**config.mk**
```make
export PLATFORM = sky130hd
export DESIGN_NAME = sha256_compress
export DESIGN_NICKNAME = d
export VERILOG_FILES = /design/src/rtl/sha256_pkg.sv /design/src/rtl/sha256_round.sv /design/src/rtl/sha256_compress.sv
export SDC_FILE = /design/constraint.sdc
export NUM_CORES = 2
export LEC_CHECK = 0
export ABC_CLOCK_PERIOD_IN_PS = 12500
export BUFFER_PORTS_ARGS = -buffer_cell sky130_fd_sc_hd__buf_2
export CAP_MARGIN = 20
export CORE_MARGIN = 2
export CORE_UTILIZATION = 60
export DETAILED_ROUTE_END_ITERATION = 8
export PLACE_DENSITY = 0.82
export RECOVER_POWER = 100
export SLEW_MARGIN = 20
export SYNTH_ARGS = -nofsm -noshare
export SYNTH_HDL_FRONTEND = slang
export SYNTH_SLANG_ARGS = --single-unit
export TNS_END_PERCENT = 5
```
**constraint.sdc**
```tcl
create_clock -name clk -period 12.5 [get_ports clk]
set_input_delay 2.5 -clock clk [delete_from_list [all_inputs] [get_ports clk]]
set_output_delay 2.5 -clock clk [all_outputs]
set_load 0.005 [all_outputs]
```
**src/rtl/sha256_pkg.sv**
```systemverilog
// sha256_pkg: shared types, FIPS 180-4 constants and the SHA-256 bit-mixing functions
// used by the compression engine and its round sub-module.
package sha256_pkg;

  typedef logic [31:0] word_t;

  typedef enum logic [1:0] {
    IDLE = 2'd0,
    RUN  = 2'd1,
    DONE = 2'd2
  } state_t;

  localparam word_t K [64] = '{
    32'h428a2f98, 32'h71374491, 32'hb5c0fbcf, 32'he9b5dba5,
    32'h3956c25b, 32'h59f111f1, 32'h923f82a4, 32'hab1c5ed5,
    32'hd807aa98, 32'h12835b01, 32'h243185be, 32'h550c7dc3,
    32'h72be5d74, 32'h80deb1fe, 32'h9bdc06a7, 32'hc19bf174,
    32'he49b69c1, 32'hefbe4786, 32'h0fc19dc6, 32'h240ca1cc,
    32'h2de92c6f, 32'h4a7484aa, 32'h5cb0a9dc, 32'h76f988da,
    32'h983e5152, 32'ha831c66d, 32'hb00327c8, 32'hbf597fc7,
    32'hc6e00bf3, 32'hd5a79147, 32'h06ca6351, 32'h14292967,
    32'h27b70a85, 32'h2e1b2138, 32'h4d2c6dfc, 32'h53380d13,
    32'h650a7354, 32'h766a0abb, 32'h81c2c92e, 32'h92722c85,
    32'ha2bfe8a1, 32'ha81a664b, 32'hc24b8b70, 32'hc76c51a3,
    32'hd192e819, 32'hd6990624, 32'hf40e3585, 32'h106aa070,
    32'h19a4c116, 32'h1e376c08, 32'h2748774c, 32'h34b0bcb5,
    32'h391c0cb3, 32'h4ed8aa4a, 32'h5b9cca4f, 32'h682e6ff3,
    32'h748f82ee, 32'h78a5636f, 32'h84c87814, 32'h8cc70208,
    32'h90befffa, 32'ha4506ceb, 32'hbef9a3f7, 32'hc67178f2
  };

  localparam word_t IV [8] = '{
    32'h6a09e667, 32'hbb67ae85, 32'h3c6ef372, 32'ha54ff53a,
    32'h510e527f, 32'h9b05688c, 32'h1f83d9ab, 32'h5be0cd19
  };

  // Chaining-value layout used on every 256-bit bus: H0/a in the top word.
  localparam logic [255:0] IV_FLAT = {IV[0], IV[1], IV[2], IV[3],
                                      IV[4], IV[5], IV[6], IV[7]};

  function automatic word_t rotr(input word_t x, input int unsigned n);
    return (x >> n) | (x << (32 - n));
  endfunction

  function automatic word_t ch(input word_t e, input word_t f, input word_t g);
    return (e & f) ^ (~e & g);
  endfunction

  function automatic word_t maj(input word_t a, input word_t b, input word_t c);
    return (a & b) ^ (a & c) ^ (b & c);
  endfunction

  function automatic word_t big_sigma0(input word_t x);
    return rotr(x, 2) ^ rotr(x, 13) ^ rotr(x, 22);
  endfunction

  function automatic word_t big_sigma1(input word_t x);
    return rotr(x, 6) ^ rotr(x, 11) ^ rotr(x, 25);
  endfunction

  function automatic word_t small_sigma0(input word_t x);
    return rotr(x, 7) ^ rotr(x, 18) ^ (x >> 3);
  endfunction

  function automatic word_t small_sigma1(input word_t x);
    return rotr(x, 17) ^ rotr(x, 19) ^ (x >> 10);
  endfunction

endpackage

```
**src/rtl/sha256_round.sv**
```systemverilog
// sha256_round: one combinational SHA-256 round; state bus packs a..h with a in [255:224].
// Chained UNROLL times per clock by sha256_compress.
module sha256_round
  import sha256_pkg::*;
(
  input  logic [255:0] st_i,
  input  word_t        w_i,
  input  word_t        k_i,
  output logic [255:0] st_o
);

  word_t a, b, c, d, e, f, g, h;
  word_t t1, t2;

  assign {a, b, c, d, e, f, g, h} = st_i;

  assign t1   = h + big_sigma1(e) + ch(e, f, g) + k_i + w_i;
  assign t2   = big_sigma0(a) + maj(a, b, c);
  assign st_o = {t1 + t2, a, b, c, d + t1, e, f, g};

endmodule

```
**src/rtl/sha256_compress.sv**
```systemverilog
// sha256_compress: multi-cycle SHA-256 block compression, UNROLL rounds per clock, result after
// 64/UNROLL+1 cycles and held until out_ready. Defining SHA256_MIDSTATE_EN adds the hash_in port.
module sha256_compress
  import sha256_pkg::*;
#(
  parameter int UNROLL = 1
) (
  input  logic         clk,
  input  logic         reset_n,
  input  logic         in_valid,
  output logic         in_ready,
  input  logic [511:0] block_i,
`ifdef SHA256_MIDSTATE_EN
  input  logic [255:0] hash_in,
`endif
  output logic         out_valid,
  input  logic         out_ready,
  output logic [255:0] hash_out
);

  if (!(UNROLL == 1 || UNROLL == 2 || UNROLL == 4 || UNROLL == 8)) begin : g_bad_unroll
    $error("sha256_compress: UNROLL must be 1, 2, 4 or 8");
  end

  state_t       state_q, state_d;
  logic [5:0]   t_q, t_d;
  word_t [15:0] w_q, w_d;
  logic [255:0] wk_q, wk_d;
  logic [255:0] hash_q, hash_d;
  logic         out_valid_q, out_valid_d;

  logic [255:0] h_init;
  logic [255:0] load_val;
  logic [255:0] final_sum;
  logic         last_round;

  // ext[0..15] is the live window (ext[0] = W_t); ext[16..] are the words expanded this cycle.
  word_t        ext   [16+UNROLL];
  logic [255:0] chain [UNROLL+1];

`ifdef SHA256_MIDSTATE_EN
  logic [255:0] hinit_q, hinit_d;
  assign h_init   = hinit_q;
  assign load_val = hash_in;
`else
  assign h_init   = IV_FLAT;
  assign load_val = IV_FLAT;
`endif

  for (genvar j = 0; j < 16; j++) begin : g_win
    assign ext[j] = w_q[j];
  end

  for (genvar u = 0; u < UNROLL; u++) begin : g_exp
    assign ext[16+u] = small_sigma1(ext[14+u]) + ext[9+u]
                     + small_sigma0(ext[1+u]) + ext[u];
  end

  assign chain[0] = wk_q;

  for (genvar u = 0; u < UNROLL; u++) begin : g_rnd
    sha256_round u_round (
      .st_i (chain[u]),
      .w_i  (ext[u]),
      .k_i  (K[t_q + 6'(u)]),
      .st_o (chain[u+1])
    );
  end

  assign last_round = (t_q == 6'(64 - UNROLL));

  always_comb begin
    final_sum = '0;
    for (int i = 0; i < 8; i++) begin
      final_sum[32*i +: 32] = h_init[32*i +: 32] + chain[UNROLL][32*i +: 32];
    end
  end

  always_comb begin
    state_d     = state_q;
    t_d         = t_q;
    w_d         = w_q;
    wk_d        = wk_q;
    hash_d      = hash_q;
    out_valid_d = out_valid_q;
`ifdef SHA256_MIDSTATE_EN
    hinit_d     = hinit_q;
`endif
    case (state_q)
      IDLE: begin
        if (in_valid) begin
          for (int j = 0; j < 16; j++) begin
            w_d[j] = block_i[511-32*j -: 32];
          end
          wk_d    = load_val;
          t_d     = '0;
          state_d = RUN;
`ifdef SHA256_MIDSTATE_EN
          hinit_d = hash_in;
`endif
        end
      end
      RUN: begin
        for (int j = 0; j < 16; j++) begin
          w_d[j] = ext[j+UNROLL];
        end
        wk_d = chain[UNROLL];
        // Wraps back to 0 on the final step, ready for the next block.
        t_d  = t_q + 6'(UNROLL);
        if (last_round) begin
          hash_d      = final_sum;
          out_valid_d = 1'b1;
          state_d     = DONE;
        end
      end
      DONE: begin
        if (out_ready) begin
          out_valid_d = 1'b0;
          state_d     = IDLE;
        end
      end
      default: state_d = IDLE;
    endcase
  end

  always_ff @(posedge clk) begin
    if (!reset_n) begin
      state_q     <= IDLE;
      t_q         <= '0;
      w_q         <= '0;
      wk_q        <= '0;
      hash_q      <= '0;
      out_valid_q <= 1'b0;
`ifdef SHA256_MIDSTATE_EN
      hinit_q     <= '0;
`endif
    end else begin
      state_q     <= state_d;
      t_q         <= t_d;
      w_q         <= w_d;
      wk_q        <= wk_d;
      hash_q      <= hash_d;
      out_valid_q <= out_valid_d;
`ifdef SHA256_MIDSTATE_EN
      hinit_q     <= hinit_d;
`endif
    end
  end

  assign in_ready  = (state_q == IDLE);
  assign out_valid = out_valid_q;
  assign hash_out  = hash_q;

endmodule

```
* Yosys cells after proc, flatten, opt, wreduce, memory -nomap -nowiden
Memory sizes are Yosys's and may differ from the RTL's. Index checks and enable logic that the tools add are counted.
Storage, ports and cells: logic and storage cells 98, flip-flop bits (word level) 1033, ROM bits 2048, output and inout bits 258, memories 1
Memories:
- (name not given) | depth 64, bits a word 32, read ports 1, clocked after memory_dff 0, wr ports 0, RTL line sha256_compress.sv:65 | .k_i (K[t_q + 6'(u)]),
Operators by class: add/subtract/negate cells 19, order comparisons 1, equality and inequality tests 6, bitwise operators 28, muxes and demuxes 15, reductions and logical operators 7
Operators by type and width (number):
- $pmux W512 S2 | 1
- $mux W512 | 1
- $pmux W256 S2 | 1
- $add A32 B32 Y32 | 10
- $xor A32 B32 Y32 | 9
- $mux W256 | 1
- $and A32 B32 Y32 | 5
- $add A31 B32 Y32 const A | 3
- $add A32 B32 Y32 const A | 3
- $mux W32 | 2
- $add A29 B32 Y32 const A | 1
- $add A30 B32 Y32 const A | 1
- $not A32 Y32 | 1
- $or A10 B32 Y32 | 1
- $or A13 B32 Y32 | 1
- $or A14 B32 Y32 | 1
- $or A15 B32 Y32 | 1
- $or A19 B32 Y32 | 1
- $or A21 B32 Y32 | 1
- $or A25 B32 Y32 | 1
- $or A26 B32 Y32 | 1
- $or A30 B32 Y32 | 1
- $or A7 B32 Y32 | 1
- $xor A32 B22 Y32 | 1
- other kinds (18) | 26

* Depth between registers and ports, before layout
word-level depth 9, depth in mapped cells 39

* Cells and area by module
From an unflattened synthesis, not the netlist that was laid out.
Second synthesis, totals: cell total of the unflattened synthesis 8175, area, all modules 63256.9 µm²
Modules (own cells, without submodules):
- sha256_compress | times used 1, cells each 6836, area an instance 52247.6 µm², sequential area each 20679.8 µm²
- sha256_round | times used 1, cells each 1339, area an instance 11009.3 µm², sequential area each 0.0 µm²

* Least setup slack after synthesis
Ideal clock, no wire load.
path type reg-to-reg, from register t_q[2], to register hash_q[255], in the netlist hash_out[255], stages on the path, launching flop included 39, setup time 0.115 ns, arrival 8.210 ns, setup slack 4.175 ns, required time 12.385 ns, cell sequence dfxtp_1 clkbuf_1 inv_1 clkbuf_1 buf_1 ha_1 a21oi_1 nor2_1 a21oi_1 o221ai_1 o21ai_0 fa_1 inv_1 ha_1 a21o_1 a21oi_1 o21bai_1 a21oi_1 (+3 left out) nand2b_1 a21oi_1 xnor2_1 inv_1 fa_1 inv_1 ha_1 clkbuf_1 a21o_1 o21bai_1 o21ai_0 o31ai_2 a31oi_1 o31ai_1 xnor2_1 a2111oi_4 xnor2_1 o21ba_1
On the way: longest elaborated chain between the ends 8
Ends and longest elaborated chain:
- from (decl) | RTL line sha256_compress.sv:26 | logic [5:0] t_q, t_d;
- from (signal assigned) | RTL line sha256_compress.sv:139 | t_q <= t_d;
- $not A6 Y7 (implied by the code) | RTL line sha256_compress.sv:65
- $mem_v2 Z64 W32
- $mux W32 (implied by the code) (2 in a row) | RTL line sha256_compress.sv:65
- $add A32 B32 Y32 (2 in a row) | RTL line sha256_round.sv:17 | assign t1 = h + big_sigma1(e) + ch(e, f, g) + k_i + w_i;
- $add A32 B32 Y32 | RTL line sha256_round.sv:19 | assign st_o = {t1 + t2, a, b, c, d + t1, e, f, g};
- $add A31 B32 Y32 | RTL line sha256_compress.sv:75 | final_sum[32*i +: 32] = h_init[32*i +: 32] + chain[UNROLL][32*i +: 32];
- to (signal assigned) | RTL line sha256_compress.sv:142 | hash_q <= hash_d;
- to (decl) | RTL line sha256_compress.sv:29 | logic [255:0] hash_q, hash_d;
Several ways; a longest one is shown, not always the timed one. The select of a mux whose other input is x is not followed. A chain may end at the register's enable or synchronous reset.

* Worst setup path after layout
from input in_valid, to register wk_q[228]
On the way: longest elaborated chain between the ends 2
Ends and longest elaborated chain:
- from (decl) | RTL line sha256_compress.sv:10 | input logic in_valid,
- $ne A2 B2 Y1 (no line)
- $reduce_and A2 Y1 (no line)
- to (signal assigned) | RTL line sha256_compress.sv:141 | wk_q <= wk_d;
- to (decl) | RTL line sha256_compress.sv:28 | logic [255:0] wk_q, wk_d;
No other way between the ends.

==> reports/summary.txt <==
Hold Path End -> hash_out[195]
Clk buf depth -> 3
Fmax -> 89.42 MHz
Worst path max stage delay -> 3.23 ns
Routed Antenna Nets -> 0
Routed wire length -> 253200 microns
Crit path time final -> 11.18 ns
Hpwl dp -> 182700 microns
Slowest-stage cell, CP -> clkbuf_1
Clk Latency, worst-skew pair -> 0.74 ns
Status -> finished, violations left
Num CTS Buffers -> 105
Die X -> 326.3 microns
H-tree Lvls -> 3
Total Neg Setup Slack -> 0 ns
Syn Inst Count -> 8225
Violated checks -> capacitance limit, slew limit
First-pass GRT wire length -> 371400 microns
Final hold vios -> 0
RD Place Congestion -> 1.085
Hold path depth -> 2
CP required -> 13.08 ns
Ys flop type -> dfxtp_1
Number of top-level pins -> 774
Max-slew violations -> 1083
Area leader, netlist -> dfxtp_1
Pre-antenna DRT Iters -> 9
Nets -> 9342
Reg2reg end -> ext[468]
Post-synthesis sequential area ratio -> 33.19%
Grt ovf -> 0
Startpoint Class -> input pin
Type of the worst min-delay path -> flip-flop to flip-flop
Initial Utilization -> 60.38%
Syn Nets -> 9087
Core area -> 103200 sq um
Clock Skews -> 0.02414 ns
Vias in the first global route -> 59640
Area of the multi-input gates -> 37420 sq um
CP arrival -> 11.76 ns
Die Span Y -> 326.3 microns
Fin crit share -> 89.46%
Share of cells above drive strength 1 -> 11.66%
CTS tree -> yes
Largest cells by area after synthesis -> dfxtp_1 (33%), o21ai_0 (9.2%), a21oi_1 (6.3%)
Cell family with most CP delay -> buffers and inverters
Setup crit end kind -> flip-flop
Routed WL per cell -> 25.44 microns
Vias/cell -> 6.480
RR Startpoint -> state_q[1]
Largest net degree at the start of global routing -> 274
Area Overhead vs Synth -> 11.53%
Clk slew on worst S/H paths -> 0.06 ns
Most used cell, CP -> clkbuf_1
Min Hold Slack -> 0.4467 ns
Post-CTS Setup Inserts -> 0
Clock sinks -> 1033
Reg2Reg Setup Slack -> 1.68 ns
Root Driver -> clkbuf_16
Post-synthesis register bit count -> 1033
Post-synth EDFFs -> 0
Post-Syn Area -> 62310 sq um
Max cap viols -> 13
Cts hold-fix bufs -> 0
Slew headroom -> -231.4%
Vias -> 64500
Register-to-Register Path Depth -> 8
Number of fill cells in the layout -> 8694
Top cell type's share of synthesized area -> 33.19%
CP bufs+invs -> 4
Setup Viol. Count Final -> 0
I/O Buffers -> 773
Yosys warnings -> 0
Netlist cell types -> 113
Global Route Usage Sum -> 45.45%
Drt initial violations -> 9923
Slew @ Worst Pin -> 4.944 ns
Initial antenna violation count -> 15
Cts repair resizes -> 0
Die area -> 106400 sq um
Crit-path max FO -> 103
CP Class -> input pin to flip-flop
Detailed-route DRC error count -> 0
# rows -> 118
Async set-reset flop share out of synthesis -> 0%
RSZ-0062 raised after global routing -> no
Mapped Avg Cell Area -> 7.576 sq um
Worst hold start -> hash_out[195]
Crit-path cells -> clkbuf_1 -> clkbuf_1 -> nor2b_1 -> buf_4 -> nor2_4 -> clkbuf_2 -> a22oi_1 -> nor2_1
Total area of sequential cells -> 20690 sq um
## stage by stage
step / instances / worst slack (ns) / cell area [sq um] / utilization [%]
floorplan: 8225 / 4.175 / 62310 / -
global placement: 9752 / 2.862 / 65980 / 63.94
detailed placement: 9752 / 2.801 / 65980 / 63.94
CTS: 9944 / 2.757 / 69700 / 67.54
global route: 9953 / 1.125 / 69490 / 67.34
finish: 9953 / 1.317 / 69490 / 67.34
## how the worst max path moves through the flow
stage / slack, ns / from / depth (start not counted) / to
after floorplan: 4.17 / t_q[2] / 38 / hash_out[255]
after global placement: 2.86 / t_q[1] / 33 / hash_out[255]
after detailed placement: 2.80 / t_q[1] / 33 / hash_out[255]
after CTS: 2.76 / t_q[1] / 33 / hash_out[255]
after global routing: 1.13 / state_q[1] / 7 / hash_out[240]
final: 1.32 / in_valid / 8 / wk_q[228]
## worst min-delay path, delay by kind of cell (launching register included)
kind             cells  cell delay, ns
AO/OA/AOI/OAI        1            0.05
flip-flops           1            0.30
AND/OR/NAND/NOR      1            0.05
## routing by layer
layer | GRT usage [%] | wire [microns] | up-vias
li1 | - | - | 28670
met1 | 58.41 | 94960 | 30420
met2 | 69.90 | 111600 | 4500
met3 | 8.186 | 26840 | 889
met4 | 30.60 | 19700 | 10
met5 | 0.1331 | 62 | -
## cell families (layout without fill, tap and decap cells)
logic type / Yosys count / count (layout) / synth area share, %
adders and majority gates: 347 / 347 / 9.229
muxes: 53 / 53 / 1.058
other: 0 / 8 / 0
buffers and inverters: 1117 / 1457 / 6.777
DFF: 1033 / 1033 / 33.19
AOI/OAI and AO/OA: 2825 / 2825 / 26.87
xor gates and xnor gates: 535 / 535 / 7.520
and+or+nand+nor: 2315 / 2315 / 15.35
## synthesized netlist by cell type (14+ instances only)
| cell | instances |
|---|---|
| a211o_1 | 14 |
| a211oi_1 | 128 |
| a21o_1 | 104 |
| a21oi_1 | 780 |
| a221oi_1 | 78 |
| a22oi_1 | 122 |
| a311oi_1 | 38 |
| a31oi_1 | 26 |
| and3_1 | 35 |
| buf_1 | 56 |
| buf_2 | 14 |
| clkbuf_1 | 625 |
| dfxtp_1 | 1033 |
| fa_1 | 188 |
| ha_1 | 158 |
| inv_1 | 411 |
| mux2_2 | 23 |
| mux2i_1 | 22 |
| nand2_1 | 911 |
| nand2b_1 | 29 |
| nand3_1 | 73 |
| nand4_1 | 18 |
| nor2_1 | 1040 |
| nor2b_1 | 18 |
| nor3_1 | 61 |
| o211ai_1 | 26 |
| o21a_1 | 30 |
| o21ai_0 | 1150 |
| o21ai_1 | 21 |
| o21bai_1 | 18 |
| o221ai_1 | 20 |
| o22ai_1 | 109 |
| o31ai_1 | 22 |
| or2_2 | 14 |
| or3_1 | 36 |
| xnor2_1 | 320 |
| xor2_1 | 215 |
## area by class of cell
class	instances	area share, %
tap	1380	2.485
multi-input combinational	6075	53.84
inverter	419	2.287
timing repair buffer	846	6.237
clock buffer	147	4.372
sequential	1033	29.77
antenna	8	0.02881
clock inverter	45	0.9777
## state kept, by name (all words and copies together) (netlist names)
register / count
ext: 512
hash_out: 256
out_valid: 1
state_q: 2
t_q: 6
wk_q: 256
## layout by cell type, fill, tap and decap left out, types with 38 or more instances in the layout
master     synthesis  layout
a211oi_1         128     128
a21o_1           104     104
a21oi_1          780     780
a221oi_1          78      78
a22oi_1          122     122
a311oi_1          38      38
buf_2             14     642
buf_4              1      54
clkbuf_1         625     150
clkbuf_16          0     107
dfxtp_1         1033    1029
fa_1             188     188
ha_1             158     158
inv_1            411     409
nand2_1          911     910
nand3_1           73      72
nor2_1          1040    1038
nor3_1            61      61
o21ai_0         1150    1155
o22ai_1          109     109
xnor2_1          320     320
xor2_1           215     215
Power is left out: the tool's default activity adds up to more than one toggle a clock period on the data nets, which glitch-free logic cannot reach.
